File: src/rtl/sc_eval_pkg.sv
`default_nettype none
// ============================================================================
//  Module      : sc_eval_pkg
//  Description : Shared types and helpers for the stochastic-computing
//                evaluation sequencer: FSM state encoding, bit reversal used
//                to spread the counter, and per-variable decorrelation masks.
//  Revision    : 1.0 - initial release
// ============================================================================
package sc_eval_pkg;

    // Widest precision the helpers are written for.
    localparam int c_max_prec = 16;

    typedef enum logic [1:0] {
        IDLE = 2'd0,
        RUN  = 2'd1,
        DONE = 2'd2
    } state_t;

    // Reverse the low 'prec' bits of x; bits at or above prec come out zero.
    function automatic logic [c_max_prec-1:0] bitrev(input logic [c_max_prec-1:0] x,
                                                     input int                    prec);
        logic [c_max_prec-1:0] r;
        r = '0;
        for (int i = 0; i < c_max_prec; i++) begin
            if (i < prec) begin
                r[4'(i)] = x[4'(prec - 1 - i)];
            end
        end
        return r;
    endfunction

    // XOR mask decorrelating the generators; index 0 gets mask 0.
    function automatic logic [c_max_prec-1:0] var_mask(input int idx, input int prec);
        int m;
        m = (idx * 32'hA5) & ((32'd1 << prec) - 32'd1);
        return m[c_max_prec-1:0];
    endfunction

endpackage
`default_nettype wire

File: src/rtl/sc_sng.sv
`default_nettype none
// ============================================================================
//  Module      : sc_sng
//  Description : Stochastic number generator. Compares a bit-reversed,
//                masked copy of the run counter with the probability
//                numerator. Because the random number visits every PREC-bit
//                value once per run, the bit is high exactly 'value' times.
//  Revision    : 1.0 - initial release
// ============================================================================
module sc_sng #(
    parameter int PREC  = 4,
    parameter int INDEX = 0
) (
    input  logic [PREC:0]   value,
    input  logic [PREC-1:0] cnt,
    output logic            sng_out
);
    import sc_eval_pkg::*;

    localparam logic [PREC-1:0] c_mask = PREC'(var_mask(INDEX, PREC));

    logic [PREC-1:0] w_rn;

    // Pseudo-random sample: bit-reversed counter decorrelated by the mask.
    always_comb begin
        w_rn    = PREC'(bitrev(c_max_prec'(cnt), PREC)) ^ c_mask;
        sng_out = ({1'b0, w_rn} < value);
    end

endmodule
`default_nettype wire

File: src/rtl/sc_eval_ctrl.sv
`default_nettype none
// ============================================================================
//  Module      : sc_eval_ctrl
//  Description : Drives a combinational SC core through one full bitstream
//                of 2**PREC cycles, counts ones on each core output and
//                returns the counts over a valid/ready handshake.
//  Revision    : 1.0 - initial release
// ============================================================================
module sc_eval_ctrl #(
    parameter int NUM_CONSTS  = 2,
    parameter int NUM_VARS    = 2,
    parameter int NUM_OUTPUTS = 2,
    parameter int PREC        = 4
) (
    input  logic                          clk,
    input  logic                          rst,
    input  logic                          in_valid,
    output logic                          in_ready,
    input  logic [NUM_VARS*(PREC+1)-1:0]  in_values,
    input  logic                          abort,
    output logic                          out_valid,
    input  logic                          out_ready,
    output logic [NUM_OUTPUTS*(PREC+1)-1:0] out_counts,
    output logic                          core_en,
    output logic [NUM_CONSTS-1:0]         core_const,
    output logic [NUM_VARS-1:0]           core_var,
    input  logic [NUM_OUTPUTS-1:0]        core_out
);
    import sc_eval_pkg::*;

    localparam int              c_w        = PREC + 1;
    localparam logic [PREC-1:0] c_cnt_last = '1;

    state_t                             r_state;
    logic [PREC-1:0]                    r_cnt;
    logic [NUM_VARS-1:0][c_w-1:0]       r_values;
    logic [NUM_OUTPUTS-1:0][c_w-1:0]    r_acc;
    logic [NUM_OUTPUTS-1:0][c_w-1:0]    w_acc_next;
    logic [NUM_VARS-1:0]                w_sng;

    // One generator per variable, all stepping on the shared counter.
    generate
        for (genvar gi = 0; gi < NUM_VARS; gi++) begin : g_sng
            sc_sng #(
                .PREC  (PREC),
                .INDEX (gi)
            ) u_sng (
                .value   (r_values[gi]),
                .cnt     (r_cnt),
                .sng_out (w_sng[gi])
            );
        end
    endgenerate

    // Next accumulator value: add this cycle's core output bit.
    generate
        for (genvar gk = 0; gk < NUM_OUTPUTS; gk++) begin : g_acc
            assign w_acc_next[gk] = r_acc[gk] + c_w'(core_out[gk]);
        end
    endgenerate

    assign out_counts = r_acc;
    assign in_ready   = (r_state == IDLE);
    assign out_valid  = (r_state == DONE);

    // Core inputs carry a live sample only while running; forced low otherwise.
    always_comb begin
        core_en    = (r_state == RUN);
        core_const = '0;
        core_var   = '0;
        if (r_state == RUN) begin
            core_const = r_cnt[NUM_CONSTS-1:0];
            core_var   = w_sng;
        end
    end

    // Sequencer: accept job, sweep the bitstream, hold result until taken.
    always_ff @(posedge clk) begin
        if (rst) begin
            r_state  <= IDLE;
            r_cnt    <= '0;
            r_values <= '0;
            r_acc    <= '0;
        end else begin
            case (r_state)
                IDLE: begin
                    if (in_valid) begin
                        r_values <= in_values;
                        r_cnt    <= '0;
                        r_acc    <= '0;
                        r_state  <= RUN;
                    end
                end
                RUN: begin
                    if (abort) begin
                        r_state <= IDLE;
                    end else begin
                        r_cnt <= r_cnt + 1'b1;
                        r_acc <= w_acc_next;
                        if (r_cnt == c_cnt_last) begin
                            r_state <= DONE;
                        end
                    end
                end
                DONE: begin
                    if (out_ready) begin
                        r_state <= IDLE;
                    end
                end
                default: r_state <= IDLE;
            endcase
        end
    end

endmodule
`default_nettype wire

File: config.mk
export PLATFORM = sky130hd
export DESIGN_NAME = sc_eval_ctrl
export DESIGN_NICKNAME = d
export VERILOG_FILES = /design/src/rtl/sc_eval_pkg.sv /design/src/rtl/sc_sng.sv /design/src/rtl/sc_eval_ctrl.sv
export SDC_FILE = /design/constraint.sdc
export NUM_CORES = 1
export LEC_CHECK = 0
export ABC_CLOCK_PERIOD_IN_PS = 2000
export CORE_MARGIN = 4
export CORE_UTILIZATION = 50
export CTS_CLUSTER_SIZE = 40
export DETAILED_ROUTE_END_ITERATION = 12
export GPL_ROUTABILITY_DRIVEN = 0
export MAX_ROUTING_LAYER = met4
export PLACE_DENSITY = 0.79
export SETUP_SLACK_MARGIN = 0.05
export SYNTH_ARGS = -nofsm -noshare
export SYNTH_HDL_FRONTEND = slang
export SYNTH_SLANG_ARGS = --single-unit
File: constraint.sdc
create_clock -name clk -period 2 [get_ports clk]
set_clock_uncertainty 0.15 [all_clocks]
set_input_delay 0.4 -clock clk [delete_from_list [all_inputs] [get_ports clk]]
set_output_delay 0.4 -clock clk [all_outputs]
set_load 0.02 [all_outputs]
== Word level (Yosys, flattened, before mapping) ==
Index checks and enable logic that the tools add are counted.
Widths: inputs -> output; s select.

* Register bits: 26
* Input port bits: 17
* Output and inout bits: 17
* Logic and storage cells: 37

* Add/sub/neg operators: 3
* $lt $le $gt $ge: 2
* Equality and inequality tests: 7
* Multiplexer cells: 13
* Bitwise gates (word level): 1
* Reduce and logical (&&, ||, !) cells: 5

{| class="wikitable"
|+ Operator list
! cell !! number
|-
| $mux 10 || 2
|-
| $pmux 10 s2 || 1
|-
| $mux 2 || 6
|-
| $add 5x1->5 || 2
|-
| $lt 4x5->1 || 2
|-
| $mux 4 || 2
|-
| $pmux 4 s2 || 1
|-
| $pmux 2 s3 || 1
|-
| $reduce_and 3->1 || 2
|-
| $add 4x1->4 const B || 1
|-
| $eq 4x4->1 const B || 1
|-
| $ne 2x2->1 const B || 2
|-
| $ne 3x2->1 const B || 1
|-
| $eq 2x1->1 const B || 1
|-
| $eq 2x2->1 const B || 1
|-
| $logic_not 2->1 || 1
|-
| $ne 2x1->1 const B || 1
|-
| $not 2->2 || 1
|-
| $reduce_and 2->1 || 1
|-
| $reduce_bool 2->1 || 1
|}

== Longest topological paths before layout ==
Gate-level depths: netlist of the first run.

* Word-level depth: 4
* Gate-level depth with buffers: 5
* Gate-level depth less buffers: 5

== By module ==
Synthesis of the first run repeated with hierarchy kept, for this count alone.

* Cell total of the unflattened synthesis: 162
* Area total of the unflattened synthesis: 1,430.1 µm²

{| class="wikitable"
|+ By module, submodules not included
! module !! instances !! cells each !! area each (µm²) !! sequential area each (µm²)
|-
| sc_eval_ctrl || 1 || 138 || 1,258.7 || 520.5
|-
| sc_sng (g_sng[0].u_sng) || 1 || 12 || 90.1 || 0.0
|-
| sc_sng (g_sng[1].u_sng) || 1 || 12 || 81.3 || 0.0
|}

== Least setup slack after synthesis of the first run ==
OpenSTA, ideal clock, no wires.

* Path kind: reg2out
* Start point: reg r_state[1]
* End point: out core_var[0]
* Arrival time: 1,385 ps
* Data required time: 1,450 ps
* Slack: 65 ps
* Cell stages (with the launch flop): 6
* Path through: dfxtp_1 buf_2 nor2b_1 buf_2 o21ai_0 a31oi_1

* Word-level cells in the longest chain between the ends: 2

{| class="wikitable"
|+ Ends and longest elaborated chain
! item !! line !! source
|-
| start: declaration || sc_eval_ctrl.sv:34 || <nowiki>state_t r_state;</nowiki>
|-
| start signal: assignment || sc_eval_ctrl.sv:80 || <nowiki>r_state <= IDLE;</nowiki>
|-
| start signal: assignment || sc_eval_ctrl.sv:91 || <nowiki>r_state <= RUN;</nowiki>
|-
| start signal: assignment || sc_eval_ctrl.sv:96 || <nowiki>r_state <= IDLE;</nowiki>
|-
| $eq 2x1->1 || n/a ||
|-
| via core_en || sc_eval_ctrl.sv:24 || <nowiki>output logic core_en,</nowiki>
|-
| $mux 2 || sc_eval_ctrl.sv:71 || <nowiki>if (r_state == RUN) begin</nowiki>
|-
| end: declaration || sc_eval_ctrl.sv:26 || <nowiki>output logic [NUM_VARS-1:0] core_var,</nowiki>
|}

The timed path passes the listed nets, and every way through them passes these cells.

== Final worst setup path of the first run ==
* Start point: reg r_cnt[1]
* End point: out core_var[1]

* Word-level cells in the longest chain between the ends: 3

{| class="wikitable"
|+ Ends and longest elaborated chain
! item !! line !! source
|-
| start: declaration || sc_eval_ctrl.sv:35 || <nowiki>logic [PREC-1:0] r_cnt;</nowiki>
|-
| start signal: assignment || sc_eval_ctrl.sv:98 || <nowiki>r_cnt <= r_cnt + 1'b1;</nowiki>
|-
| $not 2->2 (no source line) || n/a ||
|-
| $lt 4x5->1 || sc_sng.sv:27 || <nowiki>sng_out = ({1'b0, w_rn} < value);</nowiki>
|-
| $mux 2 || sc_eval_ctrl.sv:71 ||
|}

No other way between the ends.

==> results.md, run 1 <==
- Hold Buf Count CTS: 0
- Synth area leader: dfxtp_1
- Wirelength, routed: between 3000 and 4000 microns
- Most frequent cell after synthesis: dfxtp_1
- Fin crit period: about 2.2 ns
- # diodes: 0
- DRT iter0 DRCs: 44
- Synth unique cells: 34
- Post-route setup slack: -0.159 ns
- Syn_area_per_cell: a little under 9 sq um
- Avg WL per Cell: approximately 14 microns
- #FFs+latches synth: 26
- All-Layer GR Usage: a little under a fifth
- Yosys warning count: 0
- Worst EP arrival: between 1.5 and 2 ns
- First-pass GRT wire length: 5800 microns
- Initial Util: about 54%
- EDFF count, synth: 0
- Largest net degree at the start of global routing: 40
- Crit Path Category: register to output port
- Die Y-Extent: ~63 microns
- Gr ovfl total: 0
- CTS tree: built
- Synthesized Nets: 200
- Via density: 5.42
- Ys async rst share: 0%
- Worst-path fanout max: 3
- Clock Pin Slew Worst Setup and Hold Paths: about 0.14 ns
- Achievable clock frequency: 463 MHz
- Critical Path End Type: output port
- Peak supply drop: 0.365 mV
- Synth top area cells: dfxtp_1 (34%), ha_1 (9.0%), nand2_1 (6.2%)
- RSZ-0062 raised after global routing: yes
- Max stage delay on crit path: 0.38 ns
- Post-synth design cell area: about 0.0015 sq mm
- Initial antenna violation count: 0
- 1st-pass router iterations: 4
- Max-slew violation count: 0
- Number of H-tree levels: 1
- Maximum clock path buffer count: 2
- Core Box Area: between 0.002 and 0.003 sq mm
- Overall Power: roughly 1.0 mW
- Vias in the first global route: roughly 1300
- Top_reg_cell synth: dfxtp_1
- Failing checks: setup timing
- Commonest cells post-synth: dfxtp_1 (26), nand2_1 (25), a21oi_1 (13), nand2b_1 (12), ha_1 (11)
- Final setup viols: 2
- Cells along the critical path: inv_2, ha_4, a21o_1, a31oi_1, o311a_1, buf_6
- Leakage Power: roughly 0.87 nW
- Total die area: around 0.004 sq mm
- Cell Pwr Density: 505 mW/mm^2
- # rows: 19
- Min-delay worst type: register to register
- Worst skew pair latency: approximately 0.34 ns
- Slowest CP cell: dfxtp_2
- Share of cells above drive strength 1: between 20% and 30%
- Nets: ~240
- CP required: 1.45 ns
- Total I/O pin count: 34
- Placed wire-length estimate: between 2000 and 2500 microns
- Top-area cell type share of the netlist area: 34.2%
- Sink Count: 26
- DRT antenna net count: 0
- Startpoint types: register
- Hold Vio Cnt, Final: 0
- Post-synthesis sequential area ratio: between 30 and 40%
- Port Buf Inserts: 33
- Max-cap violation count: 0
- Synth Instances: about 170
- Via count: approximately 1300
- Die width: 63.2 microns
- Worst slew pin tran: about 0.29 ns
- Final Core Density: between 70% and 80%
- Final Cycle Share: 108%
- Slew HR: 80.9%
- Area delta synth->final: 35.1%
- Drc violations: 0
- CTS Buf Count: 3
- Status: finished, violations left
- Root Buffer Master: clkbuf_4
[timing repair]
item                                   in CTS  in global routing
resized for setup                          37                 11
pin swaps                                   5                  2
buffers inserted                            0                  3
setup endpoints to repair                   8                  9
endpoints found under the hold margin       0                  0
[layout by cell type, fill, tap and decap left out, types with 2 or more instances in the layout]
cell type	synthesis	final
a211oi_2	5	5
a21oi_1	13	12
a21oi_2	1	2
a31oi_1	2	2
and2_1	2	2
buf_12	0	3
buf_2	4	2
buf_4	1	10
buf_6	2	5
clkbuf_4	0	3
clkdlybuf4s50_1	0	22
dfxtp_1	26	22
dfxtp_2	0	4
dlygate4sd2_1	0	2
dlymetal6s2s_1	0	3
ha_1	11	9
ha_4	0	2
inv_1	10	8
inv_2	0	2
mux2_2	7	7
mux2i_1	6	6
nand2_1	25	25
nand2b_1	12	12
nand3_1	4	4
nand3b_1	5	5
nor2_1	2	2
nor3_1	8	8
nor3b_1	7	7
[state kept, by name, indices dropped and copies added, names as in the netlist]
name and cells:
out_counts 10, r_cnt 4, r_state 2, r_values 10
[metrics by stage]
step           cell area (sq um)  cells  TNS [ns]  hold WS (ns)  setup WS [ns]
4_1_cts                     2020    241    -0.346         0.321         -0.213
5_1_grt                     2060    244    -0.450         0.338         -0.227
2_1_floorplan               1520    172         0         0.282         0.0648
6_report                    2060    244    -0.275         0.319         -0.159
3_5_place_dp                1950    237    -0.973         0.302         -0.328
3_3_place_gp                1950    237    -0.802         0.292         -0.278
[layer usage]
layer	track usage [%]	vias up	wire, microns
met2	32.0	22	1790
met4	7.28	0	57
li1	-	670	-
met1	21.0	626	1420
met5	-	-	0
met3	2.84	5	113
[critical path: cells and delay by family, from the launching register on]
family / cells / cell delay [ns]
compound gates: 3 / 0.45
flops: 1 / 0.38
fa+ha+maj: 1 / 0.26
buf+inv: 2 / 0.19
[cell families (layout without fill, tap and decap cells)]
logic type / Yosys count / in the layout / share of synthesized area, %
AO/OA/AOI/OAI: 27 / 27 / 13.1
XOR/XNOR: 1 / 1 / 0.575
adder cells (fa/ha/maj): 11 / 11 / 9.04
buffers and inverters: 21 / 62 / 6.74
flip-flops: 26 / 26 / 34.2
multiplexers: 13 / 13 / 9.12
AND/OR/NAND/NOR: 73 / 73 / 27.2
[power by group]
part           switching (mW)  internal [mW]
Combinational           0.101          0.112
Sequential            0.00916          0.535
Clock                   0.170          0.112
[area by class of cell]
| class | count | area [sq um] |
|---|---|---|
| Fill cell | 226 | 772 |
| Clock buffer | 4 | 36.3 |
| Timing Repair Buffer | 48 | 488 |
| Tap cell | 31 | 38.8 |
| Inverter | 10 | 37.5 |
| Sequential cell | 26 | 526 |
| Multi-Input combinational cell | 125 | 931 |
[final timing paths]
path	startpoint	end	depth (start not counted)	slack, ns
setup / recovery	r_cnt[1]$_SDFFE_PP0P_	core_var[1]	6	-0.16
hold reg to reg	r_values[3]$_SDFFE_PP0P_	r_values[3]$_SDFFE_PP0P_	2	0.32
hold / removal	r_values[3]$_SDFFE_PP0P_	r_values[3]$_SDFFE_PP0P_	2	0.32
setup reg to reg	r_state[0]$_SDFFE_PP0P_	out_counts[9]$_SDFFE_PP0P_	5	0.33
No activity file was read; power rests on OpenSTA's default activity.
==> inputs of run 2 (changes only) <==
--- a/config.mk
+++ b/config.mk
@@ -14,6 +14,7 @@
 export MAX_ROUTING_LAYER = met4
 export PLACE_DENSITY = 0.79
 export SETUP_SLACK_MARGIN = 0.05
+export SKIP_CTS_REPAIR_TIMING = 1
 export SYNTH_ARGS = -nofsm -noshare
 export SYNTH_HDL_FRONTEND = slang
 export SYNTH_SLANG_ARGS = --single-unit
==> run 2 against run 1 <==
The run still ends with setup timing left. Critical path depth did not move. Maximum frequency fell by 1.8%. Sequential power barely moved. Combinational power barely moved. Die area did not move. Via count rose by 0.91%. First-iteration DRC count rose by 41%. Largest power group unchanged. Clock power barely moved. Worst hold slack barely moved. Clock-buffer cell count did not move. Setup slack got worse by 0.041 ns. Global-route usage fell by 0.58 points.
==> results.md, run 2 (synthesis results as in run 1) <==
- Commonest non-fill, non-tap cell in the layout: nand2_1
- Port Buf Inserts: 33
- Fillers: about 220
- Drc violations: 0
- Area taken by multi-input logic gates: 931 sq um
- Seq pwr share: between 50 and 60%
- Via density: approximately 5.5
- R2R cell count: 5
- Reg area: 524 sq um
- Crit Path Category: register to output port
- Total I/O pin count: 34
- # rows: 19
- Critical Path End Type: output port
- Leakage Power: 0.901 nW
- Slowest CP cell: dfxtp_2
- FF-to-FF setup slack: 0.33 ns
- Dpl ws: -0.328 ns
- CP required: roughly 1.5 ns
- All-Layer GR Usage: 17.8%
- Switching Share: about 27%
- 1st-pass router iterations: 4
- Via count: between 1000 and 1500
- Design Area, Final: 0.00205 sq mm
- First-pass GRT wire length: 5620 microns
- Fin crit period: 2.20 ns
- Commonest non-fill, non-tap cells in the layout: nand2_1 (25), dfxtp_1 (23), clkdlybuf4s50_1 (22)
- Sink Count: 26
- Core Box Area: between 0.002 and 0.003 sq mm
- Number of H-tree levels: 1
- Power Internal: about 760 uW
- Post-DP Area: ~0.0020 sq mm
- Buf/Inv on CP: 2
- Initial Util: a little over half
- DRT iter0 DRCs: a little over 60
- Avg WL per Cell: around 14 microns
- Status: finished, violations left
- DRT antenna net count: 0
- Worst R2R Start: r_state[0]$_SDFFE_PP0P_
- Gr ovfl total: 0
- Nets: 240
- Maximum clock path buffer count: 2
- Placed wire-length estimate: about 2400 microns
- Worst slew pin tran: between 0.2 and 0.3 ns
- Clock share of power: 27.0%
- Worst skew pair latency: 0.34 ns
- CTS tree: built
- Worst EP arrival: approximately 1.7 ns
- WP depth: 6
- Peak supply drop: 0.361 mV
- RSZ-0062 raised after global routing: yes
- Cells along the critical path: inv_2, ha_4, a21o_1, a31oi_1, o311a_1, buf_6
- Post-route setup slack: -0.199 ns
- Crit path from: r_cnt[1]$_SDFFE_PP0P_
- Max stage delay on crit path: 0.38 ns
- Clock Pin Slew Worst Setup and Hold Paths: 0.14 ns
- Initial antenna violation count: 0
- RR Endpoint: out_counts[9]$_SDFFE_PP0P_
- Net switching power: around 280 uW
- Share of cells above drive strength 1: around 23%
- Largest net degree at the start of global routing: 40
- Max-slew violation count: 0
- Slew HR: 80.9%
- Die Y-Extent: approximately 63 microns
- Comb power frac: between 20% and 30%
- CTS Buf Count: 3
- Total die area: roughly 0.0040 sq mm
- Wirelength, routed: around 3400 microns
- # diodes: 0
- Achievable clock frequency: approximately 450 MHz
- Max-cap violation count: 0
- Final setup viols: 2
- Worst-path fanout max: 3
- Critical path endpoint: core_var[1]
- Root Buffer Master: clkbuf_4
- CP delay by family, top: compound AO/OA/AOI/OAI gates
- Cell Pwr Density: 504 mW/mm^2
- Hold Vio Cnt, Final: 0
- Area delta synth->final: 34.6%
- Die width: 63.2 microns
- Final Cycle Share: 110%
- Vias in the first global route: between 1000 and 1500
- Failing checks: setup timing
- Min-delay worst type: register to register
- Startpoint types: register
-- run 2: changes by cell type in the layout (fill, tap and decap cells not counted), sizes merged --
| cell | previous run | this run |
|---|---|---|
| clkdlybuf4s15 | 1 | 0 |
| dlymetal6s2s | 3 | 7 |
| dlygate4sd2 | 2 | 0 |
| buf | 20 | 16 |
| clkbuf | 4 | 5 |
-- run 2: routing by layer --
layer	track usage, %	vias up	routed length [microns]
met5	-	-	0
met4	8.09	0	55
met3	3.02	5	121
met2	30.8	27	1830
met1	19.9	638	1390
li1	-	665	-
-- run 2: worst min path at each step --
stage               depth (start not counted)  slack (ns)                startpoint                  endpoint
finish                                      2        0.32  r_values[3]$_SDFFE_PP0P_  r_values[3]$_SDFFE_PP0P_
global route                                2        0.34  r_values[3]$_SDFFE_PP0P_  r_values[3]$_SDFFE_PP0P_
CTS                                         2        0.32  r_values[3]$_SDFFE_PP0P_  r_values[3]$_SDFFE_PP0P_
detailed placement                          2        0.30  r_values[3]$_SDFFE_PP0P_  r_values[3]$_SDFFE_PP0P_
global placement                            2        0.29  r_values[0]$_SDFFE_PP0P_  r_values[0]$_SDFFE_PP0P_
floorplan                                   2        0.28  r_values[0]$_SDFFE_PP0P_  r_values[0]$_SDFFE_PP0P_
-- run 2: power groups by stage --
stage | sequential, mW | combinational, mW | clock, mW
floorplan | 0.557 | 0.113 | 0
global placement | 0.554 | 0.197 | 0
detailed placement | 0.554 | 0.202 | 0
CTS | 0.543 | 0.203 | 0.288
global route | 0.546 | 0.230 | 0.308
finish | 0.544 | 0.210 | 0.279
-- run 2: stage by stage --
step | utilization, % | hold slack (ns) | power [mW] | TNS (ns) | instances
finish | 72.4 | 0.319 | 1.03 | -0.319 | 242
global route | 72.4 | 0.338 | 1.08 | -0.505 | 242
CTS | 70.4 | 0.321 | 1.03 | -2.80 | 241
detailed placement | 69.1 | 0.302 | 0.757 | -0.973 | 237
global placement | 69.1 | 0.292 | 0.751 | -0.802 | 237
floorplan | - | 0.282 | 0.670 | 0 | 172
-- run 2: layout make-up --
type	instances	share of cell area [%]
well taps	31	1.89
inverters	10	1.83
clock buffers	4	1.77
flip-flops and latches	26	25.6
repair buffers	46	23.5
multi-input cells	125	45.4
-- run 2: worst min-delay path, cell delays in order (launching register included) --
cell	delay, ns
dfxtp_1	0.34
nand2_1	0.05
a21oi_1	0.05
==> inputs of run 3 (changes only) <==
--- a/config.mk
+++ b/config.mk
@@ -18,3 +18,4 @@
 export SYNTH_ARGS = -nofsm -noshare
 export SYNTH_HDL_FRONTEND = slang
 export SYNTH_SLANG_ARGS = --single-unit
+export TNS_END_PERCENT = 10
==> run 3 against run 2 <==
The run still ends with setup timing left. Die area stayed put. Critical path depth unchanged. Final cell count is 0.41% lower. Setup slack got worse by 0.0026 ns. Highest routed layer unchanged. Via count fell by 1.7%. Routed wire length shrank 3.3%. Critical endpoint unchanged.
==> results.md, run 3 (synthesis results as in run 1) <==
- Design Area, Final: between 0.002 and 0.0025 sq mm
- Max-cap violation count: 0
- DRT iter0 DRCs: 62
- Commonest non-fill, non-tap cells in the layout: nand2_1 (25), dfxtp_1 (24), clkdlybuf4s50_1 (22)
- DRT antenna net count: 0
- Sink Count: 26
- Number of H-tree levels: 1
- Final setup viols: 2
- Initial Util: 53.8%
- Worst R2R Start: r_state[0]$_SDFFE_PP0P_
- Post-DP Area: about 0.002 sq mm
- WP depth: 6
- Critical path endpoint: core_var[1]
- FF-to-FF setup slack: around 0.33 ns
- First-pass GRT wire length: 5620 microns
- CTS Buf Count: 3
- Worst-path fanout max: 3
- Port Buf Inserts: 33
- Leakage Power: around 0.89 nW
- Via count: ~1300
- # diodes: 0
- Worst skew pair latency: roughly 0.34 ns
- Crit path from: r_cnt[1]$_SDFFE_PP0P_
- Final Cycle Share: 110%
- Commonest non-fill, non-tap cell in the layout: nand2_1
- Clock Pin Slew Worst Setup and Hold Paths: 0.14 ns
- Post-route setup slack: -0.202 ns
- Power Internal: around 750 uW
- Setup TNS: -0.299 ns
- Placed wire-length estimate: 2390 microns
- Buf/Inv on CP: 2
- Switching Share: roughly a quarter
- Worst slew pin tran: between 0.2 and 0.3 ns
- Seq pwr share: about 53%
- CTS tree: built
- Max stage delay on crit path: between 0.3 and 0.4 ns
- Root Buffer Master: clkbuf_4
- Cell Pwr Density: approximately 510 mW/mm^2
- Area delta synth->final: 33.4%
- Wirelength, routed: 3290 microns
- Avg WL per Cell: roughly 14 microns
- Startpoint types: register
- Cells along the critical path: inv_2, ha_4, a21o_1, a31oi_1, o311a_1, buf_6
- Initial antenna violation count: 0
- Fin crit period: roughly 2.2 ns
- Total I/O pin count: 34
- Comb power frac: between 20% and 30%
- Via density: roughly 5.4
- Peak supply drop: approximately 0.36 mV
- R2R cell count: 5
- Critical Path End Type: output port
- Slowest CP cell: dfxtp_2
- CP required: about 1.5 ns
- Crit Path Category: register to output port
- 1st-pass router iterations: 4
- Achievable clock frequency: between 400 and 500 MHz
- Status: finished, violations left
- Share of cells above drive strength 1: a little over a fifth
- Core Box Area: about 0.0028 sq mm
- Failing checks: setup timing
- CP delay by family, top: compound AO/OA/AOI/OAI gates
- Drc violations: 0
- Nets: roughly 240
- Maximum clock path buffer count: 2
- Total die area: between 0.003 and 0.004 sq mm
- RR Endpoint: out_counts[9]$_SDFFE_PP0P_
- Gr ovfl total: 0
- Min-delay worst type: register to register
- Clock share of power: 27.1%
- Hold Vio Cnt, Final: 0
- Slew HR: 80.9%
- Final Core Density: around 70%
- Die Y-Extent: around 63 microns
- # rows: 19
- Worst EP arrival: roughly 1.7 ns
- Die width: around 63 microns
- All-Layer GR Usage: between 10% and 20%
- Max-slew violation count: 0
- Net switching power: about 270 uW
- RSZ-0062 raised after global routing: yes
- Largest net degree at the start of global routing: 40
- Vias in the first global route: 1301
-- run 3: cell types whose count changed in the layout (fill, tap and decap cells not counted), sizes merged --
cell / delta
buf: -2
clkbuf: +1
-- run 3: how the worst min path moves through the flow --
| stage | startpoint | slack (ns) | to | cells after the start |
|---|---|---|---|---|
| global route | r_values[3]$_SDFFE_PP0P_ | 0.34 | r_values[3]$_SDFFE_PP0P_ | 2 |
| finish | r_values[3]$_SDFFE_PP0P_ | 0.32 | r_values[3]$_SDFFE_PP0P_ | 2 |
| CTS | r_values[3]$_SDFFE_PP0P_ | 0.32 | r_values[3]$_SDFFE_PP0P_ | 2 |
| detailed placement | r_values[3]$_SDFFE_PP0P_ | 0.30 | r_values[3]$_SDFFE_PP0P_ | 2 |
| floorplan | r_values[0]$_SDFFE_PP0P_ | 0.28 | r_values[0]$_SDFFE_PP0P_ | 2 |
| global placement | r_values[0]$_SDFFE_PP0P_ | 0.29 | r_values[0]$_SDFFE_PP0P_ | 2 |
-- run 3: power groups by stage --
stage | clock, mW | sequential, mW | combinational, mW
2_1_floorplan | 0 | 0.557 | 0.113
3_3_place_gp | 0 | 0.554 | 0.197
3_5_place_dp | 0 | 0.554 | 0.202
4_1_cts | 0.288 | 0.543 | 0.203
5_1_grt | 0.308 | 0.546 | 0.226
6_report | 0.279 | 0.544 | 0.205
-- run 3: final cells by class --
class                   instances  area, sq um
clock buffers                   4         36.3
fillers                       227          798
inverters                      10         37.5
multi-input cells             125          931
flip-flops and latches         26          523
well taps                      31         38.8
repair buffers                 45          464
-- run 3: through the flow --
stage | total power [mW] | std cells | hold WS (ns) | setup slack [ns]
after global placement | 0.751 | 237 | 0.292 | -0.278
after floorplan | 0.670 | 172 | 0.282 | 0.0648
after global routing | 1.08 | 241 | 0.338 | -0.271
after detailed placement | 0.757 | 237 | 0.302 | -0.328
after CTS | 1.03 | 241 | 0.321 | -0.735
final | 1.03 | 241 | 0.319 | -0.202
-- run 3: worst min-delay path, stage by stage, from the launching register on --
cell and delay [ns]:
dfxtp_1 0.34, nand2_1 0.05, a21oi_1 0.05
-- run 3: layer usage --
metal | track usage (%) | wire (microns) | up-vias
met3 | 3.02 | 114 | 5
met1 | 19.9 | 1390 | 621
li1 | - | - | 664
met4 | 8.09 | 55 | 0
met2 | 30.8 | 1730 | 22
met5 | - | 0 | -
